$ cat src/rtl/ebi_bank_bridge_if.sv
// rtl/ebi_bank_bridge_if.sv - internal req/ack bank bus between the EBI bridge and its target banks
//
// Purpose: bundles the generic internal bus driven by ebi_bank_bridge.
// Ports (signals):
//   bus_bank  bridge->bank  decoded bank number
//   bus_addr  bridge->bank  byte offset inside the bank
//   bus_req   bridge->bank  request, held until ack or abort
//   bus_we    bridge->bank  1 = write, 0 = read
//   bus_wdata bridge->bank  write data
//   bus_rdata bank->bridge  read data, sampled with bus_ack
//   bus_ack   bank->bridge  one-cycle completion
// Modports: master (bridge side), slave (bank side).
interface ebi_bank_bridge_if #(
  parameter int DATA_W = 16,
  parameter int BANK_W = 4
);
  logic [BANK_W-1:0]      bus_bank;
  logic [DATA_W-BANK_W:0] bus_addr;
  logic                   bus_req;
  logic                   bus_we;
  logic [DATA_W-1:0]      bus_wdata;
  logic [DATA_W-1:0]      bus_rdata;
  logic                   bus_ack;

  modport master (
    output bus_bank, bus_addr, bus_req, bus_we, bus_wdata,
    input  bus_rdata, bus_ack
  );

  modport slave (
    input  bus_bank, bus_addr, bus_req, bus_we, bus_wdata,
    output bus_rdata, bus_ack
  );
endinterface

$ cat src/rtl/ebi_bank_bridge.sv
// rtl/ebi_bank_bridge.sv - EBI multiplexed address/data slave bridge onto a req/ack bank bus
//
// Purpose: synchronises the EBI strobes, latches the word address on ALE,
// decodes the bank field and turns each read/write strobe into a single
// req/ack transaction with timeout and error reporting.
// Ports:
//   clk, rst_n       system clock, asynchronous active-low reset
//   ebi_ad_in        AD bus from the pad
//   ebi_ale_n/cs_n/re_n/we_n  EBI strobes, active low, asynchronous to clk
//   ebi_ad_out       read data to the pad
//   ebi_ad_oe        pad output enable
//   bus              internal bank bus (master side)
//   err_pulse        one-cycle pulse on timeout or unmapped-bank access
//   timeout_cnt      saturating timeout count
module ebi_bank_bridge #(
  parameter int DATA_W      = 16,
  parameter int BANK_W      = 4,
  parameter int NUM_BANKS   = 2,
  parameter int SYNC_STAGES = 2,
  parameter int TIMEOUT     = 15
) (
  input  logic              clk,
  input  logic              rst_n,
  input  logic [DATA_W-1:0] ebi_ad_in,
  input  logic              ebi_ale_n,
  input  logic              ebi_cs_n,
  input  logic              ebi_re_n,
  input  logic              ebi_we_n,
  output logic [DATA_W-1:0] ebi_ad_out,
  output logic              ebi_ad_oe,
  ebi_bank_bridge_if.master bus,
  output logic              err_pulse,
  output logic [7:0]        timeout_cnt
);

  localparam int                OFF_W   = DATA_W - BANK_W;
  localparam logic [BANK_W:0]   NB_LIM  = (BANK_W+1)'(NUM_BANKS);
  localparam logic [7:0]        TO_LAST = 8'(TIMEOUT - 1);

  typedef enum logic [1:0] {IDLE, ADDR, REQ, HOLD} state_t;

  // strobe synchronisers, idle level is high
  logic [SYNC_STAGES-1:0] ale_sr, cs_sr, re_sr, we_sr;
  logic [DATA_W-1:0]      ad_pipe [SYNC_STAGES];
  logic                   ale_prev;

  logic ale_s, cs_s, re_s, we_s, ale_fall;
  logic [DATA_W-1:0] ad_s;

  assign ale_s    = ale_sr[SYNC_STAGES-1];
  assign cs_s     = cs_sr[SYNC_STAGES-1];
  assign re_s     = re_sr[SYNC_STAGES-1];
  assign we_s     = we_sr[SYNC_STAGES-1];
  assign ad_s     = ad_pipe[SYNC_STAGES-1];
  assign ale_fall = ale_prev & ~ale_s;

  always_ff @(posedge clk or negedge rst_n) begin
    if (!rst_n) begin
      ale_sr   <= '1;
      cs_sr    <= '1;
      re_sr    <= '1;
      we_sr    <= '1;
      ale_prev <= 1'b1;
      for (int i = 0; i < SYNC_STAGES; i++) ad_pipe[i] <= '0;
    end else begin
      ale_sr   <= {ale_sr[SYNC_STAGES-2:0], ebi_ale_n};
      cs_sr    <= {cs_sr[SYNC_STAGES-2:0], ebi_cs_n};
      re_sr    <= {re_sr[SYNC_STAGES-2:0], ebi_re_n};
      we_sr    <= {we_sr[SYNC_STAGES-2:0], ebi_we_n};
      ale_prev <= ale_s;
      // AD travels the same depth as the strobes so both line up
      ad_pipe[0] <= ebi_ad_in;
      for (int i = 1; i < SYNC_STAGES; i++) ad_pipe[i] <= ad_pipe[i-1];
    end
  end

  state_t            state_q, state_d;
  logic [7:0]        wait_q, wait_d;
  logic              pend_q, pend_d;
  logic [DATA_W-1:0] pdata_q, pdata_d;
  logic              req_d, we_d, err_d;
  logic [BANK_W-1:0] bank_d;
  logic [OFF_W:0]    addr_d;
  logic [DATA_W-1:0] wdata_d;
  logic [7:0]        tcnt_d;
  logic              rd, mapped;

  assign rd     = ~re_s;
  assign mapped = ({1'b0, bus.bus_bank} < NB_LIM);

  always_comb begin
    state_d = state_q;
    wait_d  = wait_q;
    pend_d  = 1'b0;
    pdata_d = pdata_q;
    req_d   = bus.bus_req;
    we_d    = bus.bus_we;
    bank_d  = bus.bus_bank;
    addr_d  = bus.bus_addr;
    wdata_d = bus.bus_wdata;
    err_d   = 1'b0;
    tcnt_d  = timeout_cnt;

    if (cs_s) begin
      // deselect abandons anything in flight; a late ack lands outside REQ
      state_d = IDLE;
      req_d   = 1'b0;
    end else begin
      case (state_q)
        IDLE: begin
          if (ale_fall) begin
            bank_d  = ad_s[DATA_W-1 -: BANK_W];
            addr_d  = {ad_s[OFF_W-1:0], 1'b0};
            state_d = ADDR;
          end
        end
        ADDR: begin
          if (ale_fall) begin
            bank_d = ad_s[DATA_W-1 -: BANK_W];
            addr_d = {ad_s[OFF_W-1:0], 1'b0};
          end else if (!re_s || !we_s) begin
            if (mapped) begin
              req_d   = 1'b1;
              we_d    = ~rd;  // read wins when both strobes are low
              wait_d  = '0;
              if (!rd) wdata_d = ad_s;
              state_d = REQ;
            end else begin
              err_d = 1'b1;
              if (rd) begin
                pend_d  = 1'b1;
                pdata_d = '0;
              end
              state_d = HOLD;
            end
          end
        end
        REQ: begin
          if (bus.bus_ack) begin
            req_d = 1'b0;
            if (!bus.bus_we) begin
              pend_d  = 1'b1;
              pdata_d = bus.bus_rdata;
            end
            state_d = HOLD;
          end else if (wait_q == TO_LAST) begin
            req_d = 1'b0;
            err_d = 1'b1;
            if (!bus.bus_we) begin
              pend_d  = 1'b1;
              pdata_d = '1;
            end
            if (timeout_cnt != 8'hFF) tcnt_d = timeout_cnt + 8'd1;
            state_d = HOLD;
          end else begin
            wait_d = wait_q + 8'd1;
          end
        end
        HOLD: begin
          if (re_s && we_s) state_d = IDLE;
        end
        default: state_d = IDLE;
      endcase
    end
  end

  always_ff @(posedge clk or negedge rst_n) begin
    if (!rst_n) begin
      state_q       <= IDLE;
      wait_q        <= '0;
      pend_q        <= 1'b0;
      pdata_q       <= '0;
      ebi_ad_out    <= '0;
      ebi_ad_oe     <= 1'b0;
      bus.bus_req   <= 1'b0;
      bus.bus_we    <= 1'b0;
      bus.bus_bank  <= '0;
      bus.bus_addr  <= '0;
      bus.bus_wdata <= '0;
      err_pulse     <= 1'b0;
      timeout_cnt   <= '0;
    end else begin
      state_q       <= state_d;
      wait_q        <= wait_d;
      pend_q        <= pend_d;
      pdata_q       <= pdata_d;
      // captured read result reaches the pad one cycle after it is taken
      if (pend_q) ebi_ad_out <= pdata_q;
      ebi_ad_oe     <= ~cs_s & ~re_s;
      bus.bus_req   <= req_d;
      bus.bus_we    <= we_d;
      bus.bus_bank  <= bank_d;
      bus.bus_addr  <= addr_d;
      bus.bus_wdata <= wdata_d;
      err_pulse     <= err_d;
      timeout_cnt   <= tcnt_d;
    end
  end

endmodule
$ cat src/flat_wrapper.sv
// flat-port wrapper written by rule: the top's interface ports become plain ports
module ebi_bank_bridge_flat 
#(
  parameter int DATA_W      = 16,
  parameter int BANK_W      = 4,
  parameter int NUM_BANKS   = 2,
  parameter int SYNC_STAGES = 2,
  parameter int TIMEOUT     = 15
)
  (clk, rst_n, ebi_ad_in, ebi_ale_n, ebi_cs_n, ebi_re_n, ebi_we_n, ebi_ad_out, ebi_ad_oe, err_pulse, timeout_cnt, bus_bus_bank, bus_bus_addr, bus_bus_req, bus_bus_we, bus_bus_wdata, bus_bus_rdata, bus_bus_ack);
  ebi_bank_bridge_if #(.DATA_W(DATA_W), .BANK_W(BANK_W)) bus_i ();
  input  logic clk;
  input  logic rst_n;
  input  logic [DATA_W-1:0] ebi_ad_in;
  input  logic ebi_ale_n;
  input  logic ebi_cs_n;
  input  logic ebi_re_n;
  input  logic ebi_we_n;
  output logic [DATA_W-1:0] ebi_ad_out;
  output logic ebi_ad_oe;
  output logic err_pulse;
  output logic [7:0] timeout_cnt;
  output wire logic [$bits(bus_i.bus_bank)-1:0] bus_bus_bank;
  output wire logic [$bits(bus_i.bus_addr)-1:0] bus_bus_addr;
  output wire logic [$bits(bus_i.bus_req)-1:0] bus_bus_req;
  output wire logic [$bits(bus_i.bus_we)-1:0] bus_bus_we;
  output wire logic [$bits(bus_i.bus_wdata)-1:0] bus_bus_wdata;
  input wire logic [$bits(bus_i.bus_rdata)-1:0] bus_bus_rdata;
  input wire logic [$bits(bus_i.bus_ack)-1:0] bus_bus_ack;
  assign bus_bus_bank = bus_i.bus_bank;
  assign bus_bus_addr = bus_i.bus_addr;
  assign bus_bus_req = bus_i.bus_req;
  assign bus_bus_we = bus_i.bus_we;
  assign bus_bus_wdata = bus_i.bus_wdata;
  assign bus_i.bus_rdata = bus_bus_rdata;
  assign bus_i.bus_ack = bus_bus_ack;
  ebi_bank_bridge #(.DATA_W(DATA_W), .BANK_W(BANK_W), .NUM_BANKS(NUM_BANKS), .SYNC_STAGES(SYNC_STAGES), .TIMEOUT(TIMEOUT)) u_core (.clk(clk), .rst_n(rst_n), .ebi_ad_in(ebi_ad_in), .ebi_ale_n(ebi_ale_n), .ebi_cs_n(ebi_cs_n), .ebi_re_n(ebi_re_n), .ebi_we_n(ebi_we_n), .ebi_ad_out(ebi_ad_out), .ebi_ad_oe(ebi_ad_oe), .bus(bus_i), .err_pulse(err_pulse), .timeout_cnt(timeout_cnt));
endmodule
$ cat config.mk
export PLATFORM = sky130hd
export DESIGN_NAME = ebi_bank_bridge_flat
export DESIGN_NICKNAME = d
export VERILOG_FILES = /design/src/rtl/ebi_bank_bridge_if.sv /design/src/rtl/ebi_bank_bridge.sv /design/src/flat_wrapper.sv
export SDC_FILE = /design/constraint.sdc
export NUM_CORES = 1
export LEC_CHECK = 0
export CORE_MARGIN = 4
export CORE_UTILIZATION = 40
export CTS_BUF_LIST = sky130_fd_sc_hd__clkbuf_16
export CTS_CLUSTER_SIZE = 24
export DETAILED_ROUTE_END_ITERATION = 10
export GPL_TIMING_DRIVEN = 0
export SYNTH_ARGS = -nofsm -noshare
export SYNTH_HDL_FRONTEND = slang
export SYNTH_SLANG_ARGS = --single-unit
$ cat constraint.sdc
create_clock -name clk -period 2.2 [get_ports clk]
set_input_delay 0.66 -clock clk [delete_from_list [all_inputs] [get_ports clk]]
set_output_delay 0.66 -clock clk [all_outputs]
set_load 0.02 [all_outputs]
Word level (Yosys, flattened, before mapping)
Index checks and enable logic that the tools add are counted.
{ "word_totals": {"out_inout_bits": 61, "in_bits": 39, "reg_bits": 128} }
{ "op_classes": {"reduce_logical": 16, "bitwise": 7, "mux": 47, "n_addsub": 2, "n_eq_ne": 20, "order_cmp": 1} }
{ "ops": {"columns": ["cell", "n"], "rows": [
  ["16-bit 2-to-1 mux", 8],
  ["8-bit 2-to-1 mux", 5],
  ["16-bit one-hot mux with 2 select lines", 1],
  ["1-bit 2-to-1 mux", 21],
  ["5-bit AND reduction", 4],
  ["8-bit by 1-bit adder with 8-bit output (second input constant)", 2],
  ["8-bit one-hot mux with 2 select lines", 1],
  ["2-bit 2-to-1 mux", 7],
  ["2-bit inequality test (second input constant)", 6],
  ["3-bit by 1-bit inequality test with 1-bit output (second input constant)", 4],
  ["8-bit by 4-bit equality test with 1-bit output (second input constant)", 1],
  ["8-bit inequality test (second input constant)", 1],
  ["2-bit one-hot mux with 4 select lines", 1],
  ["8-bit AND reduction", 1],
  ["7-bit AND reduction", 1],
  ["3-bit by 2-bit inequality test with 1-bit output (second input constant)", 2],
  ["1-bit one-hot mux with 2 select lines", 3],
  ["6-bit AND reduction", 1],
  ["1-bit inverter", 5],
  ["2-bit equality test (second input constant)", 2],
  ["4-bit by 2-bit less-than comparator with 1-bit output (second input constant)", 1],
  ["2-bit by 1-bit inequality test with 1-bit output (second input constant)", 2],
  ["4-bit by 2-bit inequality test with 1-bit output (second input constant)", 1],
  ["3-bit AND reduction", 1],
  ["other kinds (9)", 11]
]} }

Longest topological paths before layout
{ "depth": {"word_depth": 6, "ltp_mapped": 8, "mapped_depth_nobuf": 6} }

Worst setup path before layout
OpenSTA, ideal clock, no wires.
{ "synth_timing": {"path_type": "flip-flop to flip-flop", "from": "register u_core.bus.bus_bank[2]", "to": "register u_core.bus.bus_wdata[0]", "stages_incl_launch_ff": 7, "n_path_buf": 2, "required_ns": 2.075, "setup_slack_ns": 0.251, "setup_time_ns": 0.125, "t_arrival_ns": 1.824, "path_cell_list": "dfrtp_1 nor3_4 nand4_2 or3b_1 buf_6 buf_12 mux2_4"} }
{ "synth_via": {"elab_chain_cells": 2} }
{ "synth_rtl": {"columns": ["item", "line_no", "source"], "rows": [
  ["start, declared", "ebi_bank_bridge_if.sv:26", "output bus_bank, bus_addr, bus_req, bus_we, bus_wdata,"],
  ["start signal, assigned", "ebi_bank_bridge.sv:192", "bus.bus_bank <= bank_d;"],
  ["4-bit by 2-bit less-than comparator with 1-bit output", "ebi_bank_bridge.sv:89", "assign mapped = ({1'b0, bus.bus_bank} < NB_LIM);"],
  ["6-bit AND reduction (no source line)", null, null],
  ["end signal, assigned", "ebi_bank_bridge.sv:194", "bus.bus_wdata <= wdata_d;"],
  ["end, declared", "ebi_bank_bridge_if.sv:26", null]
]} }
Every way passes these cells.
A chain may end at the register's enable or synchronous reset.

Worst setup path after layout
{ "layout_timing": {"from": "register u_core.timeout_cnt[2]", "to": "output port timeout_cnt[2]"} }
{ "layout_rtl": {"columns": ["item", "line_no", "source"], "rows": [
  ["start, declared", "ebi_bank_bridge.sv:33", "output logic [7:0] timeout_cnt"],
  ["start signal, assigned", "ebi_bank_bridge.sv:196", "timeout_cnt <= tcnt_d;"],
  ["end, declared", "flat_wrapper.sv:22", "output logic [7:0] timeout_cnt;"]
]} }
No word-level cell between the ends.

==> results.toml <==
[logic_synthesis]
yosysTopAreaCell = "dfrtp_1"
synth_enable_flop_cells = 0
ys_top_cells_by_count = "119 x dfrtp_1, 40 x mux2_2, 24 x inv_1, 23 x o21ai_0, 19 x mux2i_1"
synth_nets = 418
synth_most_common_cell = "dfrtp_1"
synth_seq_cells = 128
synthFlopType = "dfrtp_1"
synth_area_leaders = "dfrtp_1 58%, mux2_2 8.8%, dfstp_2 4.6%"
ys_types = 55
async_reset_ff_share_pct = 100
synth-seq-area-share_pct = 63.1
netlist_instances = 372
yosys_warnings = 0
netlist_area_sq_um = 5100
synth_top_area_share_pct = 58.4
avgSynthCellArea_sq_um = 13.7

[routing]
dr.pass1.iters = 4
drt-total-wl_mm = 10.7
viasPerCell = 4.92
drt_iter0_markers = 243
drc_errors = 0
wire_per_inst_um = 15.9
final_antenna_net_count = 0
vias = 3303

[place]
dp.cells = 639
dp_hpwl_mm = 7.25
gp_congestion = 0.806
port_buffers = 98

[setup_path]
slowest_stage = "clkdlybuf4s50_1"
endpoint = "timeout_cnt[2]"
cp_num_cells = 1
end_kind = "primary output"
reg2reg_slack_ns = 0.11
timing.rr.start = "u_core.wait_q[0]$_DFFE_PN0P_"
cpPeakStageDelay_ns = 0.64
timing.rr.end = "u_core.wait_q[3]$_DFFE_PN0P_"
path_cells = "clkdlybuf4s50_1"
cp_data_required_time_ns = 1.54
path_max_fanout = 6
start_kind = "flip-flop"
crit_type = "flip-flop to primary output"
crit_family = "buffers and inverters"
crit_start = "u_core.timeout_cnt[2]$_DFFE_PN0P_"
cp_data_arrival_time_ns = 1.46
rr_worst_depth = 6
critPathBufInv = 1

[global_route]
use_met2_pct = 21.8
grt_util_all_layers_pct = 15.7
grt_use_met1_pct = 21.4
grt.busiest_layer = "met2"
grt_overflow = 0
met3_usage_pct = 6.20
grt_pass1_vias = 3498
grt_pass1_wl_mm = 17.8
grt_max_degree = 87
antenna_found_initial = 0

[hold_path]
hold_class = "input port to asynchronous set/reset pin"

[layout]
diodes = 0
synthToLayoutAreaGrowth_pct = 36.8
drive_above_1_share_pct = 21.9
final_cells = 671
layout.nets = 536

[power_and_ir_drop]
ir_drop_uv = 639
clkPwrFrac_pct = 31.5
p_int_uw = 6350
power_uw = 9220
p_switching_uw = 2870
leakagePower_uw = 0.00300
powerDensity_nw_per_um2 = 1320
swShare_pct = 31.2
power_frac_seq_pct = 37.5
combinationalPowerShare_pct = 31.0

[floorplan]
fp.dieH_um = 121
die_x_um = 121
dieArea_sq_um = 14600
ios = 100
rows = 40
core-area_sq_um = 12300
initial_core_util_pct = 41.6

[timing]
max_freq_mhz = 471
setup_viol = 0
slew_headroom_pct = 58.5
min_period_ns = 2.12
slew_viol_final = 0
rsz0062_at_grt = "yes"
clock_skew_ns = 0.00708
tightest_slew_ns = 0.623
fin_crit_sh_pct = 96.6
hold_viol = 0

[clocking]
cts_max_level = 4
clk_latency_ns = 0.40
cts_tree = "done"
postCtsSetupRepairBufs = 0
ctsHoldBuffers = 0
clkTransAtPathRegs_ns = 0.06
cts_buffers = 17
clkSinkCount = 128
clock_path_buffers = 2
root_buffer = "clkbuf_16"

[run_status]
status = "finished, final reports clean"

[flow_run]
maxCapViolCount = 0
## repair_timing
| action | 4_1_cts | 5_1_grt |
|---|---|---|
| resized for setup | 5 | 7 |
| endpoints found under the setup margin | 14 | 15 |
| cloned | 0 | 0 |
## worst min path at each step
stage	startpoint	end	slack, ns	depth (start not counted)
after global placement	u_core.ad_pipe[27]$_DFF_PN0_	u_core.ad_s[11]$_DFF_PN0_	0.33	0
after detailed placement	u_core.ad_pipe[28]$_DFF_PN0_	u_core.ad_s[12]$_DFF_PN0_	0.33	0
after CTS	rst_n	u_core.pdata_q[10]$_DFFE_PN0P_	0.17	1
final	rst_n	u_core.ebi_ad_out[10]$_DFFE_PN0P_	0.16	1
after global routing	rst_n	u_core.ebi_ad_out[10]$_DFFE_PN0P_	0.17	1
after floorplan	u_core.ad_pipe[16]$_DFF_PN0_	u_core.ad_s[0]$_DFF_PN0_	0.33	0
## routing by layer
layer	wire length [um]	vias up
met5	0	-
met4	158	0
met3	733	14
met2	4610	103
met1	5160	1626
li1	-	1560
## cell families after synthesis
family	Yosys count	synth area share [%]
other	1	0.0736
AO/OA/AOI/OAI	55	7.12
multiplexers	69	15.5
flip-flops	128	63.1
buffers and inverters	39	3.71
AND/OR/NAND/NOR	68	7.95
XOR/XNOR	5	0.859
adder cells (fa/ha/maj)	7	1.72
## final cells by class
class | count | area (sq um)
fillers | 1034 | 5290
flip-flops and latches | 128 | 3210
multi-input cells | 205 | 1730
repair buffers | 99 | 1010
clock buffers | 17 | 425
well taps | 168 | 210
clock inverters | 15 | 193
plain buffers | 15 | 98.8
inverters | 24 | 90.1
## cells in the final DEF (no fill, tap or decap), types with 4 or more instances in the layout
cell type        instances
mux2_4                  10
ha_1                     7
o21ai_0                 23
inv_1                   25
nand3_1                 10
clkbuf_16               17
a21oi_1                  4
nand2b_1                 4
mux2_2                  40
nand4_1                  4
clkbuf_1                 6
o31ai_1                  4
nor3_1                   5
dfstp_2                  9
bufinv_16                4
clkdlybuf4s50_1         92
nand2_1                 12
xor2_1                   5
nor2_1                   6
mux2i_1                 19
and3_1                   4
dfrtp_1                119
## metrics by stage
| step | setup slack [ns] | hold slack (ns) | utilization [%] | TNS [ns] | area [sq um] |
|---|---|---|---|---|---|
| 3_5_place_dp | -0.461 | 0.335 | 51.5 | -6.24 | 6320 |
| 2_1_floorplan | 0.251 | 0.331 | - | 0 | 5100 |
| 4_1_cts | 0.00716 | 0.168 | 56.7 | 0 | 6950 |
| 5_1_grt | -0.0201 | 0.170 | 56.9 | -0.0389 | 6970 |
| 6_report | 0.0754 | 0.163 | 56.9 | 0 | 6970 |
| 3_3_place_gp | -4.53 | 0.331 | 51.3 | -569.55 | 6290 |
## flip-flops by register name (all words and copies together) (netlist names), 4 cells and up
signal	flops
u_core.timeout_cnt	8
u_core.bus.bus_addr	12
u_core.ad_pipe	16
u_core.ad_s	16
u_core.bus.bus_bank	4
u_core.pdata_q	16
u_core.wait_q	8
u_core.bus.bus_wdata	16
u_core.ebi_ad_out	16
## power groups by stage
stage	registers (uW)	clock network, uW	logic [uW]
detailed placement	3480	0	2880
finish	3450	2900	2860
floorplan	3910	0	1120
CTS	3460	2970	2890
global route	3550	3090	3080
global placement	3460	0	2840
Note: power is estimated with default switching activity, not from simulation.
